### src/rtl/ps2_pkg.sv
// ps2_pkg: shared PS/2 frame constants and receiver state type
package ps2_pkg;
  localparam logic [7:0] PS2_PREFIX_EXT = 8'hE0;
  localparam logic [7:0] PS2_PREFIX_BRK = 8'hF0;
  localparam int PS2_FRAME_BITS = 11;
  typedef enum logic [1:0] {IDLE, RECV, DONE} ps2_rx_state_t;
endpackage

### src/rtl/ps2_line_cond.sv
// ps2_line_cond: pin synchroniser, clock run filter, aligned data delay and fall strobe
module ps2_line_cond #(
  parameter int SYNC_STAGES = 2,
  parameter int FILTER_LEN = 2
) (
  input  logic clk,
  input  logic rst,
  input  logic ps2_clk,
  input  logic ps2_data,
  output logic filt_clk,
  output logic data,
  output logic fall
);
  localparam int CL = SYNC_STAGES + FILTER_LEN - 1;
  localparam int DL = SYNC_STAGES + FILTER_LEN;
  logic [CL-1:0] ck_q, ck_d;
  logic [DL-1:0] dt_q, dt_d;
  logic [FILTER_LEN-1:0] win;
  logic filt_q, filt_d, prev_q;
  always_comb begin
    ck_d = CL'({ck_q, ps2_clk});
    dt_d = DL'({dt_q, ps2_data});
    win = ck_q[CL-1 -: FILTER_LEN];
    filt_d = &win ? 1'b1 : (|win ? filt_q : 1'b0);
  end
  always_ff @(posedge clk) begin
    if (rst) begin
      ck_q <= '1;
      dt_q <= '1;
      filt_q <= 1'b1;
      prev_q <= 1'b1;
    end else begin
      ck_q <= ck_d;
      dt_q <= dt_d;
      filt_q <= filt_d;
      prev_q <= filt_q;
    end
  end
  assign filt_clk = filt_q;
  assign data = dt_q[DL-1];
  assign fall = prev_q & ~filt_q;
endmodule

### src/rtl/ps2_rx_frame.sv
// ps2_rx_frame: PS/2 device-to-host frame receiver with E0/F0 prefix folding
module ps2_rx_frame
  import ps2_pkg::*;
#(
  parameter int SYNC_STAGES = 2,
  parameter int FILTER_LEN = 2,
  parameter int TIMEOUT_CYC = 50000
) (
  input  logic       Bus2IP_Clk,
  input  logic       Bus2IP_Reset,
  input  logic       ps2_clk,
  input  logic       ps2_data,
  output logic [7:0] code,
  output logic       code_valid,
  output logic       code_break,
  output logic       code_ext,
  output logic       frame_err,
  output logic       busy
);
  localparam int TW = TIMEOUT_CYC > 1 ? $clog2(TIMEOUT_CYC) : 1;
  localparam logic [TW-1:0] TMAX = TW'(TIMEOUT_CYC - 1);
  logic fclk, din, fall, ok;
  ps2_rx_state_t state_q, state_d;
  logic [3:0] bitcnt_q, bitcnt_d;
  logic [9:0] shift_q, shift_d;
  logic [TW-1:0] tmo_q, tmo_d;
  logic ext_q, ext_d, brk_q, brk_d;
  logic [7:0] code_q, code_d;
  logic cv_q, cv_d, cb_q, cb_d, ce_q, ce_d, fe_q, fe_d;
  ps2_line_cond #(.SYNC_STAGES(SYNC_STAGES), .FILTER_LEN(FILTER_LEN)) u_cond (
    .clk(Bus2IP_Clk),
    .rst(Bus2IP_Reset),
    .ps2_clk(ps2_clk),
    .ps2_data(ps2_data),
    .filt_clk(fclk),
    .data(din),
    .fall(fall)
  );
  assign ok = (^shift_q[8:0]) & shift_q[9];
  always_comb begin
    state_d = state_q;
    bitcnt_d = bitcnt_q;
    shift_d = shift_q;
    tmo_d = '0;
    ext_d = ext_q;
    brk_d = brk_q;
    code_d = code_q;
    cb_d = cb_q;
    ce_d = ce_q;
    cv_d = 1'b0;
    fe_d = 1'b0;
    if (state_q == IDLE) begin
      bitcnt_d = '0;
      if (fall && !fclk && !din) state_d = RECV;
    end else if (state_q == RECV) begin
      if (fall) begin
        shift_d = {din, shift_q[9:1]};
        bitcnt_d = bitcnt_q + 4'd1;
        if (bitcnt_q == 4'(PS2_FRAME_BITS - 2)) state_d = DONE;
      end else if (tmo_q == TMAX) begin
        state_d = IDLE;
        fe_d = 1'b1;
        ext_d = 1'b0;
        brk_d = 1'b0;
      end else begin
        tmo_d = tmo_q + 1'b1;
      end
    end else begin
      state_d = IDLE;
      if (!ok) begin
        fe_d = 1'b1;
        ext_d = 1'b0;
        brk_d = 1'b0;
      end else if (shift_q[7:0] == PS2_PREFIX_EXT) begin
        ext_d = 1'b1;
      end else if (shift_q[7:0] == PS2_PREFIX_BRK) begin
        brk_d = 1'b1;
      end else begin
        cv_d = 1'b1;
        code_d = shift_q[7:0];
        cb_d = brk_q;
        ce_d = ext_q;
        ext_d = 1'b0;
        brk_d = 1'b0;
      end
    end
  end
  always_ff @(posedge Bus2IP_Clk) begin
    if (Bus2IP_Reset) begin
      state_q <= IDLE;
      bitcnt_q <= '0;
      shift_q <= '0;
      tmo_q <= '0;
      ext_q <= 1'b0;
      brk_q <= 1'b0;
      code_q <= '0;
      cv_q <= 1'b0;
      cb_q <= 1'b0;
      ce_q <= 1'b0;
      fe_q <= 1'b0;
    end else begin
      state_q <= state_d;
      bitcnt_q <= bitcnt_d;
      shift_q <= shift_d;
      tmo_q <= tmo_d;
      ext_q <= ext_d;
      brk_q <= brk_d;
      code_q <= code_d;
      cv_q <= cv_d;
      cb_q <= cb_d;
      ce_q <= ce_d;
      fe_q <= fe_d;
    end
  end
  assign code = code_q;
  assign code_valid = cv_q;
  assign code_break = cb_q;
  assign code_ext = ce_q;
  assign frame_err = fe_q;
  assign busy = state_q != IDLE;
endmodule

### config.mk
export PLATFORM = sky130hd
export DESIGN_NAME = ps2_rx_frame
export DESIGN_NICKNAME = d
export VERILOG_FILES = /design/src/rtl/ps2_pkg.sv /design/src/rtl/ps2_line_cond.sv /design/src/rtl/ps2_rx_frame.sv
export SDC_FILE = /design/constraint.sdc
export NUM_CORES = 1
export LEC_CHECK = 0
export ABC_AREA = 0
export BUFFER_PORTS_ARGS = -buffer_cell sky130_fd_sc_hd__buf_2
export CORE_ASPECT_RATIO = 2
export CORE_MARGIN = 10
export CORE_UTILIZATION = 25
export DETAILED_ROUTE_END_ITERATION = 12
export PLACE_DENSITY = 0.47
export SYNTH_ARGS = -nofsm -noshare
export SYNTH_HDL_FRONTEND = slang
export SYNTH_HIERARCHICAL = 1
export SYNTH_SLANG_ARGS = --single-unit
### constraint.sdc
create_clock -name Bus2IP_Clk -period 2.85 [get_ports Bus2IP_Clk]
set_clock_uncertainty 0.2 [all_clocks]
set_input_delay 0.4275 -clock Bus2IP_Clk [delete_from_list [all_inputs] [get_ports Bus2IP_Clk]]
set_output_delay 0.4275 -clock Bus2IP_Clk [all_outputs]
set_load 0.1 [all_outputs]
Word-level counts from Yosys, hierarchy flattened

Index checks and enable logic that the tools add are counted.

Add/subtract/negate cells: 2
Equality and inequality tests: 12
Muxes and demuxes: 21
Bitwise gates (word level): 8
Reduce and logical (&&, ||, !) cells: 19

Operator list:

| cell                  | count |
|---|---|
| $add 16x1->16 const B | 1 |
| $eq 16x16->1 const B  | 1 |
| $eq 8x8->1 const B    | 2 |
| $mux 1                | 15 |
| $mux 2                | 6 |
| $reduce_or 5->1       | 2 |
| $reduce_xor 9->1      | 1 |
| $ne 4x3->1 const B    | 2 |
| $reduce_and 4->1      | 2 |
| $not 1->1             | 6 |
| $reduce_and 3->1      | 2 |
| $reduce_or 2->1       | 3 |
| $reduce_and 5->1      | 1 |
| $add 4x1->4 const B   | 1 |
| $eq 4x4->1 const B    | 1 |
| $ne 2x1->1 const B    | 2 |
| $ne 4x4->1 const B    | 1 |
| $reduce_and 2->1      | 2 |
| $ne 3x3->1 const B    | 1 |
| $and 1x1->1           | 2 |
| $eq 2x1->1 const B    | 1 |
| $logic_and 1x1->1     | 2 |
| $logic_not 1->1       | 2 |
| $logic_not 2->1       | 1 |
| 2 further kinds       | 2 |

Flip-flop bits (word level): 55
Bits of input ports: 4
Output and inout bits: 13
Word-level logic and storage cells: 77

Longest topological paths before layout

Gate-level depths: netlist of the first run.

Word-level depth: 6
Depth in mapped cells: 7
Depth with buffers taken out: 6

Modules after synthesis

The synthesis of the first run kept the hierarchy.

Modules (own cells, without submodules):

| module        | times used | cells an instance | area an instance (um2) | seq. area each (um2) |
|---|---|---|---|---|
| ps2_rx_frame  | 1          | 240               | 2162.1                 | 920.9 |
| ps2_line_cond | 1          | 21                | 257.7                  | 180.2 |

Worst setup path before layout of the first run

Ideal clock, no wire load.

Kind: register to register
Start point: register shift_q[1]
End point: register cb_q (netlist: code_break)
Library setup time: 0.072 ns
Data arrival time: 1.764 ns
Required time: 2.578 ns
Path slack: 0.814 ns
Cell stages (with the launch flop): 8
Path buffers: 1
Clock period less this slack: 2.036 ns
Path through: dfxtp_1 -> inv_1 -> ha_1 -> xnor3_2 -> xnor2_4 -> o211a_4 -> buf_6 -> mux2i_1

Word-level cells in the longest chain between the ends: 3
Elaborated cells between the ends (all ways): 7
Classes of those cells: eq/ne (2); bitwise (3); reduce/logical (2)

Ends and longest elaborated chain:

| what                                            | line                | RTL |
|---|---|---|
| from (decl)                                     | ps2_rx_frame.sv:25  | `logic [9:0] shift_q, shift_d;` |
| from (signal assigned)                          | ps2_rx_frame.sv:104 | `shift_q <= shift_d;` |
| $reduce_xor 9->1, or another cell as far along  | ps2_rx_frame.sv:39  | `assign ok = (^shift_q[8:0]) & shift_q[9];` |
| $and 1x1->1 / $not 1->1 (equally long branches) | --                  |  |
| $reduce_and 5->1 (no line) (*)                  | --                  |  |
| to (signal assigned)                            | ps2_rx_frame.sv:98  | `cb_q <= 1'b0;` |
| to (signal assigned)                            | ps2_rx_frame.sv:110 | `cb_q <= cb_d;` |
| to (decl)                                       | ps2_rx_frame.sv:29  | `logic cv_q, cv_d, cb_q, cb_d, ce_q, ce_d, fe_q, fe_d;` |

Mark *: on every way between the ends. The rest lies on a longest branch, timed or not.
A chain may end at the register's enable or synchronous reset.

Worst setup path after layout of the first run

Start point: register shift_q[1]
End point: register code_q[6] (netlist: code[6])

Word-level cells in the longest chain between the ends: 3
Elaborated cells between the ends (all ways): 7
Classes of those cells: eq/ne (2); bitwise (3); reduce/logical (2)

Ends and longest elaborated chain:

| what                                            | line                | RTL |
|---|---|---|
| $reduce_xor 9->1, or another cell as far along  | ps2_rx_frame.sv:39  |  |
| $and 1x1->1 / $not 1->1 (equally long branches) | --                  |  |
| $reduce_and 5->1 (no line) (*)                  | --                  |  |
| to (signal assigned)                            | ps2_rx_frame.sv:108 | `code_q <= code_d;` |
| to (decl)                                       | ps2_rx_frame.sv:28  | `logic [7:0] code_q, code_d;` |

Marked as above.

==> out/metrics.cfg, run 1 <==
[outcome]
status = finished, final reports clean

[worst_setup_path]
reg2reg_depth = 6
highest_cell_delay_on_the_worst_timing_path_ns = 0.41
worstReg2RegEnd = code[6]
cp.arrival_ns = 2.19
crit_path_top_delay_cell = sky130_fd_sc_hd__xnor3_2
crit-reg2reg-launch = shift_q[1]
critPathLaunch = shift_q[1]
cp_data_required_time_ns = 2.87
timing.critical_path.depth = 6
critical_path_peak_fanout = 11
criticalPathCategory = reg2reg
worstPathCellList = inv_1 > ha_1 > xnor3_2 > xnor2_4 > o211a_4 > mux2i_1
timing.critical_path.max_delay_family = XOR/XNOR gates
end_kind = flip-flop
reg2reg_setup_slack_ns = 0.68
worst_setup_path_start_kind = flip-flop
worstPathBufferInverterCount = 1

[detailed_routing]
highest-signal-layer = met4
routed_wl_mm = 4.839
mean_routed_wirelength_per_cell_um = 12.73
initialDrtViolationCount = 89
remaining_antenna_violation_count_after_routing = 0
detail_route.drc_violations = 0
drt-met1-wl_mm = 1.913
routed-wl-met2_mm = 2.720
vias_per_cell = 4.561
vias = 1733
routed-wl-met3_um = 77
detailedRoute.firstPassIterationCount = 4

[clock_tree]
postCtsSetupRepairBufs = 0
tritoncts = done
worstSkewPairLatency_ns = 0.29
cts.sink_count = 55
cts-htree-levels = 2
tritoncts.num_buffers = 5
cts-resized-gates = 0
clkSlewWorstSetupHoldPaths_ns = 0.07
hold_buffers = 0
ctsLongestPathBuffers = 2
root_buffer = sky130_fd_sc_hd__clkbuf_16

[min_path]
worstHoldPathCells = 2
min-delay-path-class = in2reg
hold_path.startpoint = ps2_clk
timing.hold.worst_endpoint = u_cond/ck_q[0]

[timing]
tns_ns = 0
maxSlewViolCount = 0
setup_viol_count_final = 0
tightestPinTransition_ns = 0.5977
fin_crit_ns = 2.171
fmax_ghz = 0.4606
layout_worst_path_cycle_share_pct = 76.18
hold_viol_final = 0
rsz0062_at_grt = false
relSlewSlack_pct = 60.15

[cells_and_area]
drive_above_1_share_pct = 10.87
nets = 288
instances_no_fill = 380
antenna_cells = 0
layout-area-overhead-vs-synth_pct = 12.98
post-route-util_pct = 29.13

[logic_synthesis]
netlist_instances = 261
netlist.area_leader.share_pct = 45.50
ys_async_sr_fraction_pct = 0
synth_area_leader_cell = sky130_fd_sc_hd__dfxtp_1
seq_area_frac_synth_pct = 45.50
syn_nets = 273
synth_enable_flop_cells = 0
synthesis.area_um2 = 2420
number_of_flip_flops_and_latches_in_the_synthesized_netlist = 55
synth.lib_cells_used.distinct = 44
synth_warnings = 6
synth-main-ff-cell = sky130_fd_sc_hd__dfxtp_1
post_synth.cell_area_avg_um2 = 9.271
top_area_cells_in_the_synthesized_netlist = sky130_fd_sc_hd__dfxtp_1, sky130_fd_sc_hd__nand2b_1, sky130_fd_sc_hd__nor2_1

[floorplan]
num_rows = 50
starting_density_pct = 25.79
area_of_the_core_um2 = 9384
ioPinCount = 17
die_x_um = 89.57
die_area_um2 = 14250
chipHeight_um = 159.1

[place]
numPortBuffers = 16
last_weighted_congestion_value_of_the_routability_driven_placer = 0.7410
dp.cells = 373
dp.final_hpwl_mm = 3.619

[global_route]
grt_max_degree = 28
antenna_found_initial = 0
overall_routing_resource_usage_pct = 7.142
global_route.overflow_total = 0
grt_pass1_wl_mm = 8.107
grt_pass1_vias = 1735

[run]
maxCapViolations = 0

[pwr]
power.clock.fraction_pct = 42.9
total_power_uw = 1385
combPwrFrac_pct = 1.3
vdd.ir_drop.worst_v = 0.0003014
share_seq_of_total_power_pct = 55.8
power.switching_uw = 283.4
p_leak_uw = 0.0009089
p_int_uw = 1102
power.density_cell_area_nw_per_um2 = 506.6
sw_frac_of_total_pct = 20.46

[placed cells by master (no fill, tap or decap), types with 2 or more instances in the layout]
| cell | synthesis | layout |
|---|---|---|
| sky130_fd_sc_hd__a21oi_1 | 14 | 14 |
| sky130_fd_sc_hd__and2_1 | 2 | 2 |
| sky130_fd_sc_hd__and3_1 | 2 | 2 |
| sky130_fd_sc_hd__buf_2 | 1 | 16 |
| sky130_fd_sc_hd__clkbuf_16 | 0 | 5 |
| sky130_fd_sc_hd__dfxtp_1 | 55 | 55 |
| sky130_fd_sc_hd__ha_1 | 8 | 8 |
| sky130_fd_sc_hd__inv_1 | 9 | 9 |
| sky130_fd_sc_hd__mux2i_1 | 10 | 10 |
| sky130_fd_sc_hd__nand2_1 | 28 | 28 |
| sky130_fd_sc_hd__nand2b_1 | 23 | 23 |
| sky130_fd_sc_hd__nand3_1 | 8 | 8 |
| sky130_fd_sc_hd__nand3b_1 | 2 | 2 |
| sky130_fd_sc_hd__nand4_1 | 3 | 3 |
| sky130_fd_sc_hd__nand4b_1 | 2 | 2 |
| sky130_fd_sc_hd__nor2_1 | 29 | 29 |
| sky130_fd_sc_hd__nor2b_1 | 2 | 2 |
| sky130_fd_sc_hd__nor3_1 | 4 | 4 |
| sky130_fd_sc_hd__nor4_1 | 4 | 4 |
| sky130_fd_sc_hd__o211ai_1 | 2 | 2 |
| sky130_fd_sc_hd__o21ai_0 | 2 | 2 |
| sky130_fd_sc_hd__or2_1 | 8 | 8 |
| sky130_fd_sc_hd__or3_1 | 2 | 2 |
| sky130_fd_sc_hd__xnor2_1 | 11 | 11 |
| sky130_fd_sc_hd__xor2_1 | 4 | 4 |
[worst register-to-register path, cell delays in order, from the launching register on]
cell and delay (ns):
sky130_fd_sc_hd__dfxtp_1 0.37, sky130_fd_sc_hd__inv_1 0.06, sky130_fd_sc_hd__ha_1 0.28, sky130_fd_sc_hd__xnor3_2 0.41, sky130_fd_sc_hd__xnor2_4 0.24, sky130_fd_sc_hd__o211a_4 0.32, sky130_fd_sc_hd__mux2i_1 0.21
[per-layer routing]
metal	global-route usage, %	up-vias
li1	-	900
met1	6.853	817
met2	13.11	11
met3	1.279	5
met4	4.367	0
met5	0	-
[synthesized netlist by cell type, types with 3 or more instances]
cell type and n:
sky130_fd_sc_hd__nand3_1 8, sky130_fd_sc_hd__clkbuf_1 7, sky130_fd_sc_hd__ha_1 8, sky130_fd_sc_hd__a21oi_1 14
sky130_fd_sc_hd__nor3_1 4, sky130_fd_sc_hd__xor2_1 4, sky130_fd_sc_hd__nand4_1 3, sky130_fd_sc_hd__inv_1 9
sky130_fd_sc_hd__mux2i_1 10, sky130_fd_sc_hd__dfxtp_1 55, sky130_fd_sc_hd__nor2_1 29, sky130_fd_sc_hd__nand2_1 28
sky130_fd_sc_hd__nor4_1 4, sky130_fd_sc_hd__or2_1 8, sky130_fd_sc_hd__xnor2_1 11, sky130_fd_sc_hd__nand2b_1 23
[through the flow]
stage	worst slack, ns	instance area, um2	hold slack [ns]
CTS	0.6812	2734	0.1011
global placement	0.7437	2595	0.1882
global route	0.5789	2734	0.1069
floorplan	0.8143	2420	0.1832
detailed placement	0.6666	2595	0.1888
finish	0.6789	2734	0.1072
[sequential cells by signal, indices dropped and copies added (netlist names), 2 cells and up]
signal / flops
tmo_q: 16
state_q: 2
code: 8
u_cond/ck_q: 3
shift_q: 10
u_cond/dt_q: 4
bitcnt_q: 4
[cell families after synthesis]
| group | Yosys count | share of synthesized area [%] |
|---|---|---|
| AOI/OAI and AO/OA | 25 | 6.722 |
| and+or+nand+nor | 127 | 28.13 |
| muxes | 10 | 4.137 |
| buffers and inverters | 18 | 3.154 |
| adders and majority gates | 8 | 4.137 |
| DFF | 55 | 45.50 |
| xor gates and xnor gates | 18 | 8.221 |
[worst max-delay path by stage]
stage	endpoint	slack [ns]
floorplan	code_break	0.81
global placement	code[3]	0.74
detailed placement	code[2]	0.67
CTS	code[6]	0.68
global route	code[6]	0.58
finish	code[6]	0.68
[power by group through the flow]
stage	logic, uW	registers [uW]	clock network [uW]
finish	18.5	773	594
global route	20.8	773	652
CTS	19.2	773	623
detailed placement	19.2	791	0
global placement	19.0	791	0
floorplan	12.5	790	0
[final cells by class]
class                           instances  area (um2)
Tap cell                              104       130.1
Multi-Input combinational cell        188        1242
Inverter                                9       33.78
Timing Repair Buffer                   17       87.58
Sequential cell                        55        1101
Clock inverter                          2       13.76
Fill cell                            1006        6650
Clock buffer                            5       125.1
Power figures use the tool's default switching activity.
==> run 2: changes to the inputs <==
Settings changed: ABC_AREA 0 to 1.
Clock period 2.85 ns to 2 ns, I/O delays scaled along.
==> run 2 against run 1 <==
Compared with the run above: maximum frequency grew 14%; sequential share of layout area shrank 2.7 points; count of clock-buffer cells in the layout is the same; setup slack lost 0.59 ns; critical path depth grew 7; global-route usage grew 0.41 points; clock power grew 52%; combinational power grew 44%; critical path type unchanged; critical endpoint is now brk_q; largest cell class unchanged.
==> out/metrics.cfg, run 2 <==
[floorplan]
area_of_the_core_um2 = 9321  ; -0.67%
die_area_um2 = 13970  ; -2.0%
ioPinCount = 17  ; unchanged
num_rows = 50  ; unchanged
die_x_um = 88.72  ; -0.95%
chipHeight_um = 157.4  ; -1.1%
starting_density_pct = 25.33  ; -0.46 points

[logic_synthesis]
synth_commonest_cells = sky130_fd_sc_hd__dfxtp_1, sky130_fd_sc_hd__nand2_1, sky130_fd_sc_hd__inv_1, sky130_fd_sc_hd__a21oi_1, sky130_fd_sc_hd__nor2_1
share_of_the_synthesized_area_in_compound_gates_ao_oa_aoi_oai_pct = 10.17  ; +3.5 points
number_of_flip_flops_and_latches_in_the_synthesized_netlist = 55  ; unchanged
top_area_cells_in_the_synthesized_netlist = sky130_fd_sc_hd__dfxtp_1, sky130_fd_sc_hd__nand2_1, sky130_fd_sc_hd__a21oi_1
netlist.area_leader.share_pct = 46.63  ; +1.1 points
synthAdderAreaFrac_pct = 4.240  ; +0.10 points
synthMostInstantiatedCell = sky130_fd_sc_hd__dfxtp_1
combinational_family_with_the_most_area_after_synthesis = simple AND/OR/NAND/NOR gates
yosys.area_share.xor_xnor_pct = 2.597  ; -5.6 points
seq_area_frac_synth_pct = 46.63  ; +1.1 points
synth-main-ff-cell = sky130_fd_sc_hd__dfxtp_1
synth_enable_flop_cells = 0  ; unchanged
yosys.area_share.simple_pct = 28.40  ; +0.28 points
synth.lib_cells_used.distinct = 30  ; -32%
syn_nets = 313  ; +15%
ys_async_sr_fraction_pct = 0  ; unchanged
synth_warnings = 6  ; unchanged
synth_area_leader_cell = sky130_fd_sc_hd__dfxtp_1
synthMuxAreaShare_pct = 0  ; -4.1 points
netlist_instances = 301  ; +15%
synthesis.area_um2 = 2361  ; -2.4%
post_synth.cell_area_avg_um2 = 7.844  ; -15%

[detailed_routing]
remaining_antenna_violation_count_after_routing = 0  ; unchanged
detail_route.drc_violations = 0  ; unchanged
mean_routed_wirelength_per_cell_um = 11.52  ; -9.5%
routed_wl_mm = 5.093  ; +5.2%
vias_per_cell = 4.495  ; -1.4%
initialDrtViolationCount = 80  ; -10%
detailedRoute.firstPassIterationCount = 4  ; unchanged
vias = 1987  ; +15%

[global_route]
grt_pass1_wl_mm = 8.369  ; +3.2%
antenna_found_initial = 0  ; unchanged
grt_util_met2_pct = 14.79  ; +1.7 points
overall_routing_resource_usage_pct = 7.548  ; +0.41 points
gr-usage-met3_pct = 1.656  ; +0.38 points
global_route.overflow_total = 0  ; unchanged
grt_max_degree = 26  ; -7.1%
grt_pass1_vias = 1874  ; +8.0%
grt.met1_usage_pct = 7.060  ; +0.21 points
global_route.peak_usage_layer = met2

[timing]
whs_ns = 0.1048  ; -0.002420 ns
setup_viol_count_final = 0  ; unchanged
relSlewSlack_pct = 67.50  ; +7.3 points
maxSlewViolCount = 0  ; unchanged
fmax_ghz = 0.5232  ; +14%
fin_crit_ns = 1.911  ; -0.2597 ns
tightestPinTransition_ns = 0.4909  ; -0.1067 ns
layout_worst_path_cycle_share_pct = 95.57  ; +19 points
hold_viol_final = 0  ; unchanged
rsz0062_at_grt = true

[outcome]
status = finished, final reports clean

[clock_tree]
worstSkewPairLatency_ns = 0.30  ; about the same
cts-htree-levels = 2  ; unchanged
tritoncts = done
tritoncts.num_buffers = 5  ; unchanged
ctsLongestPathBuffers = 2  ; unchanged
root_buffer = sky130_fd_sc_hd__clkbuf_16
clkSlewWorstSetupHoldPaths_ns = 0.07  ; about the same
cts.sink_count = 55  ; unchanged

[cells_and_area]
final_area_um2 = 2944  ; +7.7%
final_cell_mix = sky130_fd_sc_hd__dfxtp_1, sky130_fd_sc_hd__nand2_1, sky130_fd_sc_hd__inv_1
nets = 349  ; +21%
layout_commonest_cell = sky130_fd_sc_hd__dfxtp_1
max_flop_register = tmo_q
drive_above_1_share_pct = 25.15  ; +14 points
antenna_cells = 0  ; unchanged
max_ffs_per_register = 16  ; unchanged
layout-area-overhead-vs-synth_pct = 24.70

[worst_setup_path]
criticalPathCategory = reg2reg
worst_setup_path_start_kind = flip-flop
critical_path_peak_fanout = 6  ; -5
cp_data_required_time_ns = 2.04  ; -0.83 ns
reg2reg_depth = 13  ; +7
end_kind = flip-flop
cp.arrival_ns = 1.95  ; -0.24 ns

[place]
numPortBuffers = 16  ; unchanged
dpl_cell_area_um2 = 2654  ; +2.3%
dp.final_hpwl_mm = 3.919  ; +8.3%
last_weighted_congestion_value_of_the_routability_driven_placer = 0.7619  ; +2.8%

[min_path]
min-delay-path-class = in2reg
worstHoldPathCells = 4  ; +2

[pwr]
p_leak_uw = 0.001123  ; +24%
power.density_cell_area_nw_per_um2 = 690.0  ; +36%
vdd.ir_drop.worst_v = 0.0003038  ; +0.79%

[run]
maxCapViolations = 0  ; unchanged

==> run 2: cell count changes in the layout (fill, tap and decap cells not counted), moves of 5 or more <==
cell	previous run	this run
sky130_fd_sc_hd__xnor2_1	11	1
sky130_fd_sc_hd__mux2i_1	10	0
sky130_fd_sc_hd__a21oi_1	14	29
sky130_fd_sc_hd__nand2_1	28	44
sky130_fd_sc_hd__buf_4	1	19
sky130_fd_sc_hd__nor2_2	0	5
sky130_fd_sc_hd__nand3_1	8	21
sky130_fd_sc_hd__nand2_2	0	13
sky130_fd_sc_hd__nand2b_1	23	0
sky130_fd_sc_hd__inv_1	9	32
sky130_fd_sc_hd__o21ai_0	2	10
==> run 2: final timing paths <==
path / from / end / slack, ns
setup / recovery: shift_q[2] / brk_q / 0.09
hold / removal: Bus2IP_Reset / state_q[0] / 0.10
setup reg to reg: shift_q[2] / brk_q / 0.09
hold reg to reg: u_cond/ck_q[0] / u_cond/ck_q[1] / 0.21
==> run 2: cell families (layout without fill, tap and decap cells) <==
family | Yosys count | after routing
DFF | 55 | 55
and+or+nand+nor | 140 | 140
xor gates and xnor gates | 7 | 7
adders and majority gates | 8 | 8
buffers and inverters | 45 | 82
AOI/OAI and AO/OA | 46 | 46
==> run 2: metal layers <==
layer  routed length (um)  vias up
met1                 1924      922
met5                    0        -
li1                     -     1036
met3                  219        7
met2                 2846       22
met4                  102        0
==> run 2: critical path, cell delays in order (launching register included) <==
cell and delay (ns):
sky130_fd_sc_hd__dfxtp_2 0.33, sky130_fd_sc_hd__inv_1 0.07, sky130_fd_sc_hd__ha_4 0.28, sky130_fd_sc_hd__inv_2 0.03
sky130_fd_sc_hd__nand2_2 0.08, sky130_fd_sc_hd__nand3_2 0.10, sky130_fd_sc_hd__nand3_2 0.11, sky130_fd_sc_hd__nand2_2 0.07
sky130_fd_sc_hd__nor2_4 0.14, sky130_fd_sc_hd__buf_6 0.14, sky130_fd_sc_hd__nand3_2 0.07, sky130_fd_sc_hd__nand3_1 0.08
sky130_fd_sc_hd__nand2_1 0.07, sky130_fd_sc_hd__nor2_1 0.10
==> run 2: metrics by stage <==
stage	utilization, %	setup TNS [ns]	total power [uW]	cells	setup slack [ns]
global route	31.58	-0.1138	2115	442	-0.04617
finish	31.58	0	2032	442	0.08859
global placement	28.47	0	1151	430	0.006494
detailed placement	28.47	-0.001083	1151	430	-0.001083
floorplan	-	0	1140	301	0.1648
CTS	30.38	0	2068	440	0.01327
==> run 2: power by group <==
part           internal (uW)  switching [uW]
Sequential              1100            1.34
Combinational           11.2            15.5
Clock                    477             428
Total                   1590             445
==> run 2: repair_timing <==
item,4_1_cts,5_1_grt
cloned,0,0
resized for setup,2,23
hold buffers,2,0
endpoints found under the hold margin,2,0
setup buffers,0,2
setup endpoints to repair,10,23
pin swaps,0,6
==> run 2: layout make-up <==
class                           count  area (um2)
Clock buffer                        5       125.1
Clock inverter                      3       26.28
Fill cell                         988        6377
Inverter                           36       135.1
Multi-Input combinational cell    201        1169
Sequential cell                    55        1105
Tap cell                          104       130.1
Timing Repair Buffer               38       254.0
